`config.mk`:
```
export PLATFORM = sky130hd
export DESIGN_NAME = shift_frame_ctrl
export DESIGN_NICKNAME = d
export VERILOG_FILES = /design/src/rtl/shift_frame_ctrl.sv
export SDC_FILE = /design/constraint.sdc
export NUM_CORES = 1
export LEC_CHECK = 0
export CELL_PAD_IN_SITES_DETAIL_PLACEMENT = 0
export CELL_PAD_IN_SITES_GLOBAL_PLACEMENT = 2
export CORE_UTILIZATION = 31
export CTS_BUF_LIST = sky130_fd_sc_hd__clkbuf_8
export CTS_CLUSTER_DIAMETER = 30
export CTS_CLUSTER_SIZE = 24
export DETAILED_ROUTE_END_ITERATION = 10
export GPL_ROUTABILITY_DRIVEN = 0
export PLACE_DENSITY_LB_ADDON = 0.1
export RECOVER_POWER = 50
export SLEW_MARGIN = 20
export SYNTH_ARGS = -nofsm -noshare
export SYNTH_HDL_FRONTEND = slang
export SYNTH_HIERARCHICAL = 1
export SYNTH_SLANG_ARGS = --single-unit
```
`constraint.sdc`:
```
create_clock -name clk -period 1.8 [get_ports clk]
set_clock_uncertainty 0.05 [all_clocks]
set_input_delay 0.36 -clock clk [delete_from_list [all_inputs] [get_ports clk]]
set_output_delay 0.36 -clock clk [all_outputs]
set_load 0.03 [all_outputs]
```
`src/rtl/shift_frame_ctrl.sv`:
```
// Serial-to-parallel frame controller: collects BITS serial bits through an
// internal left-shift register and hands each frame out on a valid/ready port.

module shift_left_register #(
  parameter int BITS = 5
) (
  input  logic            clk,
  input  logic            i_sclr,
  input  logic            i_en,
  input  logic            i_dat,
  output logic [BITS-1:0] o_q
);

  logic [BITS-1:0] q_q;

  // New bits enter at the LSB, so the earliest bit ends up at the MSB.
  always_ff @(posedge clk) begin
    if (i_sclr) begin
      q_q <= '0;
    end else if (i_en) begin
      q_q <= {q_q[BITS-2:0], i_dat};
    end
  end

  assign o_q = q_q;

endmodule

module shift_frame_ctrl #(
  parameter int BITS = 5
) (
  input  logic            clk,
  input  logic            i_sclr,
  input  logic            i_start,
  input  logic            i_abort,
  input  logic            i_bit_valid,
  input  logic            i_bit,
  input  logic            i_ready,
  output logic [BITS-1:0] o_data,
  output logic            o_valid,
  output logic            o_busy,
  output logic            o_overrun
);

  localparam int CNT_W = $clog2(BITS);

  typedef enum logic [1:0] {IDLE, SHIFT, LOAD} state_e;

  state_e          state_q, state_d;
  logic [CNT_W-1:0] cnt_q, cnt_d;
  logic [BITS-1:0] data_q, data_d;
  logic            valid_q, valid_d;
  logic            overrun_q, overrun_d;

  logic            abort_act;
  logic            start_acc;
  logic            sr_sclr;
  logic            sr_en;
  logic [BITS-1:0] sr_q;

  shift_left_register #(.BITS(BITS)) u_sr (
    .clk    (clk),
    .i_sclr (sr_sclr),
    .i_en   (sr_en),
    .i_dat  (i_bit),
    .o_q    (sr_q)
  );

  always_comb begin
    state_d   = state_q;
    cnt_d     = cnt_q;
    data_d    = data_q;
    valid_d   = valid_q;
    overrun_d = overrun_q;

    // Abort only matters mid-frame; a start during LOAD is dropped so the load completes.
    abort_act = i_abort & (state_q != IDLE);
    start_acc = i_start & ~abort_act & (state_q != LOAD);
    sr_sclr   = i_sclr | start_acc | abort_act;
    sr_en     = (state_q == SHIFT) & i_bit_valid & ~i_abort & ~i_start;

    if (valid_q && i_ready) begin
      valid_d = 1'b0;
    end

    case (state_q)
      IDLE: begin
        if (start_acc) begin
          state_d = SHIFT;
          cnt_d   = '0;
        end
      end
      SHIFT: begin
        if (abort_act) begin
          state_d = IDLE;
          cnt_d   = '0;
        end else if (start_acc) begin
          cnt_d = '0;
        end else if (sr_en) begin
          if (cnt_q == CNT_W'(BITS - 1)) begin
            state_d = LOAD;
            cnt_d   = '0;
          end else begin
            cnt_d = cnt_q + CNT_W'(1);
          end
        end
      end
      LOAD: begin
        state_d = IDLE;
        // A consumer taking the old frame this cycle frees the slot for the new one.
        if (!abort_act) begin
          if (!valid_q || i_ready) begin
            data_d  = sr_q;
            valid_d = 1'b1;
          end else begin
            overrun_d = 1'b1;
          end
        end
      end
      default: begin
        state_d = IDLE;
        cnt_d   = '0;
      end
    endcase
  end

  always_ff @(posedge clk) begin
    if (i_sclr) begin
      state_q   <= IDLE;
      cnt_q     <= '0;
      data_q    <= '0;
      valid_q   <= 1'b0;
      overrun_q <= 1'b0;
    end else begin
      state_q   <= state_d;
      cnt_q     <= cnt_d;
      data_q    <= data_d;
      valid_q   <= valid_d;
      overrun_q <= overrun_d;
    end
  end

  assign o_data    = data_q;
  assign o_valid   = valid_q;
  assign o_busy    = (state_q != IDLE);
  assign o_overrun = overrun_q;

endmodule
```
## Word-level counts from Yosys, hierarchy flattened

Cells that the tools add are included.

- Register bits after elaboration: 17
- Output and inout port bits: 8
- Logic and storage cells: 54

- Add/subtract/negate cells: 1
- Equal/unequal tests: 9
- Multiplexer cells: 16
- Bitwise gates (word level): 13
- Reductions and logical operators: 9

Operators with widths:

| cell | count |
|---|---|
| 2-to-1 mux 3 bit | 5 |
| 2-to-1 mux 2 bit | 5 |
| case mux 3 bit (3 select lines) | 1 |
| AND reduction 3 bit | 3 |
| bitwise AND 1 bit | 6 |
| != test 3 bit (second input constant) | 2 |
| inverter 1 bit | 5 |
| 2-to-1 mux 1 bit | 4 |
| != test 2 bit (second input constant) | 2 |
| != test 4 bit (second input constant) | 1 |
| case mux 2 bit (2 select lines) | 1 |
| AND reduction 4 bit | 1 |
| adder 3 x 1 -> 3 bit (second input constant) | 1 |
| == test 3 bit (second input constant) | 1 |
| != test 3 x 2 -> 1 bit (second input constant) | 1 |
| == test 2 x 1 -> 1 bit (second input constant) | 1 |
| == test 2 bit (second input constant) | 1 |
| zero test 2 bit | 1 |
| OR 1 bit | 2 |
| nonzero test 2 bit | 1 |
| logical AND 1 bit | 1 |
| zero test 1 bit | 1 |
| logical OR 1 bit | 1 |

## Longest topological paths before layout

Gate-level depths: netlist of run 1.

- Depth after elaboration: 8
- Mapped depth: 5
- Gate-level depth less buffers: 5

## Hierarchy

Netlist of run 1, hierarchy kept.

By module, submodules not included:

| module | times used | cells each | area an instance (µm²) | seq. area each (µm²) |
|---|---|---|---|---|
| shift_frame_ctrl | 1 | 66 | 570.5 | 240.2 |
| shift_left_register | 1 | 16 | 180.2 | 100.1 |

## Least setup slack after synthesis of run 1

Ideal clock, no wire load.

- Path kind: reg-to-reg
- Start: register state_q[0]
- End: register u_sr.q_q[0] (netlist: u_sr/o_q[0])
- Setup time: 0.133 ns
- Data arrival time: 1.175 ns
- Required time: 1.617 ns
- Slack: 0.443 ns
- Cell stages (with the launch flop): 6
- Path buffers: 1
- Period minus slack after synthesis: 1.357 ns
- Cells stage by stage: dfxtp_1 > nor4b_2 > and2_1 > buf_6 > mux2i_1 > nor2_1

- Elaborated cells between the ends (all ways): 12

RTL lines:

| item | RTL line | text |
|---|---|---|
| from (decl) | 49 | `state_e state_q, state_d;` |
| from (signal assigned) | 135 | `state_q <= state_d;` |
| == test 2 x 1 -> 1 bit | 80 | `sr_en = (state_q == SHIFT) & i_bit_valid & ~i_abort & ~i_start;` |
| bitwise AND 1 bit (3 in a row) | 80 |  |
| named net sr_en | 58 | `logic sr_en;` |
| to (signal assigned) | 21 | `q_q <= {q_q[BITS-2:0], i_dat};` |
| to (decl) | 14 | `logic [BITS-1:0] q_q;` |

The timed path passes the listed nets, and every way through them passes these cells.
A chain may end at the register's enable or synchronous reset.

## Worst setup path after layout of run 1

- Start: register data_q[3] (netlist: o_data[3])
- End: output o_data[3]

RTL lines:

| item | RTL line | text |
|---|---|---|
| from (decl) | 51 | `logic [BITS-1:0] data_q, data_d;` |
| from (signal assigned) | 137 | `data_q <= data_d;` |
| to (decl) | 39 | `output logic [BITS-1:0] o_data,` |

No word-level cell between the ends.

==> impl_metrics.json, run 1 <==
{
  "outcome": "completed",
  "grt_pass1_wl_um": 2680,
  "antenna_found_initial": 0,
  "htreeDepth": 1,
  "die_y_um": 51.2,
  "ios": 15,
  "wl_per_cell_um": 11.9,
  "finalMaxSlewViolations": 0,
  "synth_compound_area_share_pct": 15.3,
  "holdWs_ns": 0.424,
  "fmax_mhz": 585,
  "clkSlewWorstSetupHoldPaths_ns": 0.07,
  "cap_violations": 0,
  "grt-ovfl-total": 0,
  "crit_buf_inv": 1,
  "total_power_uw": 729,
  "route.detailed.drc": 0,
  "synth.avg_cell_area_um2": 9.16,
  "rows": 17,
  "clock-root-buffer": "clkbuf_8",
  "drt-initial-drc-count": 7,
  "setup_viol": 0,
  "max_stage_delay_ns": 0.73,
  "synthFlopType": "dfxtp_1",
  "synthMuxAreaShare_pct": 6.67,
  "synth.largest_area_cell": "dfxtp_1",
  "routed_wl_um": 1610,
  "hold_path.class": "register to register",
  "synth.top_cell.area_share_pct": 45.3,
  "synth.most_common_cell": "dfxtp_1",
  "grt_pass1_vias": 604,
  "diodes": 0,
  "post_cts.repair.setup_buffers": 0,
  "synth_xor_area_share_pct": 0,
  "drive_above_1_share_pct": 14.0,
  "fin_setup_tns_ns": 0,
  "cts_sinks": 17,
  "clk-insertion-delay-late_ns": 0.25,
  "ys_warn_count": 6,
  "slowest_stage": "dlygate4sd3_1",
  "final_nets": 117,
  "critPathKind": "register to output pin",
  "synthAdderAreaFrac_pct": 3.33,
  "first_pass_iters": 4,
  "fin_crit_sh_pct": 95.0,
  "power_density_nw_per_um2": 717,
  "period_minus_slack_ns": 1.71,
  "fp.coreArea_um2": 2250,
  "arrival_ns": 1.30,
  "cpLargestDelayFamily": "buffers and inverters",
  "numCtsBuffers": 3,
  "end_kind": "output pin",
  "cp-start-kind": "register",
  "dr_total_vias": 659,
  "cts_tree": "yes",
  "area_growth_pct": 35.5,
  "crit_fanout": 2,
  "grt_usage_pct": 13.9,
  "vdd_drop_max_mv": 0.701,
  "syn-cell-area_um2": 751,
  "hold_viol": 0,
  "leakagePower_uw": 0.000382,
  "ys_types": 27,
  "grt_setup_unrepaired": "false",
  "path_cells": "dlygate4sd3_1",
  "synth.top_cells.by_count": "dfxtp_1, a21oi_1, nor2_1",
  "die_area_um2": 2620,
  "crit_required_ns": 1.39,
  "synth_top_family_by_area": "simple AND/OR/NAND/NOR gates",
  "post_synth_and_or_nand_nor_area_fraction_pct": 25.8,
  "async_flop_share_pct": 0,
  "drtAntennaViolNets": 0,
  "clk_path_buf_depth": 2,
  "yosysSeqAreaShare_pct": 45.3,
  "yosys_register_bits": 17,
  "yosys-top-cells-area": "dfxtp_1, mux2i_1, a21oi_1",
  "grt_max_degree": 11,
  "synth-edff-count": 0,
  "io_buffers": 14,
  "worst_pin_slew_ns": 0.366,
  "chipWidth_um": 51.2,
  "synth_fp_nets": 91,
  "vias_per_cell": 4.88,
  "start_util_pct": 33.3,
  "syn-instance-count": 82,
  "slew_headroom_pct": 75.6
}
## final timing paths
kind	start	endpoint	slack (ns)	cells after the start
max reg2reg	state_q[1]	u_sr/o_q[2]	0.27	5
min reg2reg	o_data[3]	o_data[3]	0.42	2
min	o_data[3]	o_data[3]	0.42	2
max	o_data[3]	o_data[3]	0.09	1
## final cells by class
type	count	area, um^2
clock buffers	3	41.3
repair buffers	23	203
multi-input cells	60	382
well taps	28	35.0
flip-flops and latches	17	340
fillers	238	1240
inverters	3	11.3
clock inverters	1	5.00
## worst min-delay path: cells and delay by family, from the launching register on
family          cells  cell delay (ns)
flops               1             0.31
compound gates      2             0.12
## flip-flops by register name (all words and copies together), names as in the netlist
name       flops
u_sr/o_q       5
o_data         5
state_q        2
o_overrun      1
cnt_q          3
o_valid        1
## placed cells by master, fill, tap and decap left out, drive strengths merged
cell	n
clkinv	1
and2	1
a21oi	9
o31ai	1
and4	1
or2	1
ha	2
nand4	1
clkdlybuf4s50	12
o32ai	1
buf	8
dlygate4sd3	1
inv	3
nand2	4
nor2	9
dlygate4sd2	1
a41o	1
o21ai	7
nor2b	1
nand3	7
and3b	2
mux2i	5
clkbuf	4
nor4b	1
a2111oi	1
nand2b	2
dfxtp	17
nor3b	2
or3b	1
## cell families (layout without fill, tap and decap cells)
| family | Yosys count | in the layout |
|---|---|---|
| multiplexers | 5 | 5 |
| adder cells (fa/ha/maj) | 2 | 2 |
| flip-flops | 17 | 17 |
| AO/OA/AOI/OAI | 20 | 20 |
| buffers and inverters | 5 | 30 |
| AND/OR/NAND/NOR | 33 | 33 |
## metrics by stage
stage | utilization (%) | instance area [um^2] | setup WS (ns) | cells
finish | 45.1 | 1020 | 0.0894 | 135
global route | 45.1 | 1020 | 0.0455 | 135
CTS | 45.4 | 1020 | 0.108 | 135
detailed placement | 43.4 | 978 | -0.0831 | 131
global placement | 43.4 | 978 | -0.0569 | 131
floorplan | - | 751 | 0.443 | 82
## power by group
part / total (uW) / switching, uW / internal (uW)
Sequential: 379 / 0.980 / 378
Combinational: 63.3 / 31.2 / 32.1
Clock: 286 / 133 / 153
Total: 729 / 165 / 564
## layer usage
| layer | GRT usage [%] | share of wire [%] | up-vias |
|---|---|---|---|
| li1 | - | - | 345 |
| met1 | 17.2 | 50 | 297 |
| met2 | 22.8 | 46 | 15 |
| met3 | 5.65 | 3.4 | 2 |
| met4 | 2.70 | 0.56 | 0 |
| met5 | 0 | 0 | - |
## repair_timing
action | in CTS | in global routing
hold endpoints to repair | 0 | 0
setup endpoints to repair | 1 | 0
resized for setup | 1 | 0
hold buffers | 0 | 0
No activity file was read; power rests on OpenSTA's default activity.
==> run 2, diff against run 1 <==
- HOLD_SLACK_MARGIN: default -> 0.03
==> results of run 2 <==
The final DEF is identical to that of run 1; final timing and power are the same.
==> run 3, diff against run 2 <==
--- a/config.mk
+++ b/config.mk
@@ -11,5 +11,5 @@
 export CTS_BUF_LIST = sky130_fd_sc_hd__clkbuf_8
 export CTS_CLUSTER_DIAMETER = 30
-export CTS_CLUSTER_SIZE = 24
+export CTS_CLUSTER_SIZE = 20
 export DETAILED_ROUTE_END_ITERATION = 10
 export GPL_ROUTABILITY_DRIVEN = 0
==> constraint.sdc (replaced) <==
create_clock -name clk -period 1.8 [get_ports clk]
set_clock_uncertainty 0.05 [all_clocks]
set_input_delay 0.18 -clock clk [delete_from_list [all_inputs] [get_ports clk]]
set_output_delay 0.18 -clock clk [all_outputs]
set_load 0.03 [all_outputs]
==> impl_metrics.json, run 3 (synthesis gave the netlist of run 1 again) <==
{
  "outcome": "completed",
  "route.detailed.drc": 0,
  "finalMaxSlewViolations": 0,
  "leakagePower_uw": 0.000379,
  "clock-root-buffer": "clkbuf_8",
  "worst_pin_slew_ns": 0.686,
  "max_stage_delay_ns": 0.60,
  "drt-initial-drc-count": 12,
  "crit_fanout": 6,
  "cpLargestDelayFamily": "buffers and inverters",
  "chipWidth_um": 51.2,
  "r2r_setup_slack_ns": 0.21,
  "multi_input_area_um2": 379,
  "routed_wl_um": 1620,
  "clk_path_buf_depth": 2,
  "die_area_um2": 2620,
  "vias_per_cell": 4.95,
  "dr_total_vias": 659,
  "critPathKind": "register to output pin",
  "fmax_mhz": 578,
  "die_y_um": 51.2,
  "cap_violations": 0,
  "first_pass_iters": 3,
  "end_kind": "output pin",
  "diodes": 0,
  "cp-start-kind": "register",
  "hold_depth": 2,
  "power_density_nw_per_um2": 716,
  "rows": 17,
  "cp.depth": 2,
  "hold_viol": 0,
  "hold_buffers": 0,
  "cts_resized": 0,
  "final_cell_area_um2": 1000,
  "final_nets": 115,
  "slowest_stage": "clkdlybuf4s50_1",
  "final_cell_mix": "dfxtp_1, clkdlybuf4s50_1, nor2_1, a21oi_1",
  "crit_required_ns": 1.57,
  "final_common_cell": "dfxtp_1",
  "hold_path.class": "register to register",
  "area_growth_pct": 33.7,
  "period_minus_slack_ns": 1.73,
  "grt-ovfl-total": 0,
  "clk-insertion-delay-late_ns": 0.25,
  "io_buffers": 14,
  "grt_pass1_vias": 634,
  "layout.area.seq_um2": 340,
  "fin_setup_tns_ns": 0,
  "cts_tree": "yes",
  "htreeDepth": 1,
  "ios": 15,
  "grt_max_degree": 10,
  "setup_viol": 0,
  "cts_sinks": 17,
  "fp.coreArea_um2": 2250,
  "crit_buf_inv": 1,
  "grt_pass1_wl_um": 2800,
  "path_cells": "or2_2 -> clkdlybuf4s50_1",
  "grt_usage_pct": 14.7,
  "wl_per_cell_um": 12.2,
  "post_cts.repair.setup_buffers": 0,
  "drtAntennaViolNets": 0,
  "fin_crit_sh_pct": 96.2,
  "hpwl_um": 1240,
  "clkSlewWorstSetupHoldPaths_ns": 0.07,
  "fillerInstances": 255,
  "antenna_found_initial": 0,
  "arrival_ns": 1.50,
  "start_util_pct": 33.3,
  "worstRegToRegCells": 4,
  "slew_headroom_pct": 54.2,
  "drive_above_1_share_pct": 12.4,
  "vdd_drop_max_mv": 0.389,
  "grt_setup_unrepaired": "false",
  "dpl_cell_area_um2": 963,
  "numCtsBuffers": 3
}
[run 3: metal layers]
| layer | global-route usage (%) | part of all wire, % | vias up |
|---|---|---|---|
| met5 | 0 | 0 | - |
| met4 | 8.11 | 0.99 | 0 |
| met3 | 2.68 | 2.7 | 2 |
| met2 | 23.7 | 47 | 11 |
| met1 | 18.3 | 49 | 307 |
| li1 | - | - | 339 |
[run 3: worst paths after layout]
kind,to,start
max,o_busy,state_q[1]
min reg2reg,o_data[3],o_data[3]
min,o_data[3],o_data[3]
max reg2reg,o_data[4],state_q[1]
[run 3: cell type report]
class,count,area share [%]
multi-input cells,60,37.8
clock inverters,1,0.374
inverters,3,1.12
repair buffers,21,19.2
clock buffers,3,4.11
flip-flops and latches,17,33.9
well taps,28,3.49
[run 3: stage by stage]
stage | power (uW) | instances | util (%) | worst slack (ns) | hold slack, ns
5_1_grt | 756 | 133 | 44.5 | 0.0154 | 0.453
4_1_cts | 732 | 133 | 44.7 | 0.0593 | 0.431
2_1_floorplan | 415 | 82 | - | 0.443 | 0.249
3_3_place_gp | 452 | 129 | 42.7 | 0.108 | 0.416
3_5_place_dp | 451 | 129 | 42.7 | 0.107 | 0.422
6_report | 718 | 133 | 44.5 | 0.0692 | 0.427
[run 3: worst min-delay path: stages, from the launching register on]
cell	delay, ns
dfxtp_1	0.31
o21ai_1	0.06
a21oi_1	0.06
[run 3: report_power, final]
| group | total (uW) | switching (uW) | internal (uW) |
|---|---|---|---|
| Clock | 276 | 125 | 151 |
| Combinational | 62.2 | 30.2 | 32.1 |
| Sequential | 380 | 1.26 | 378 |
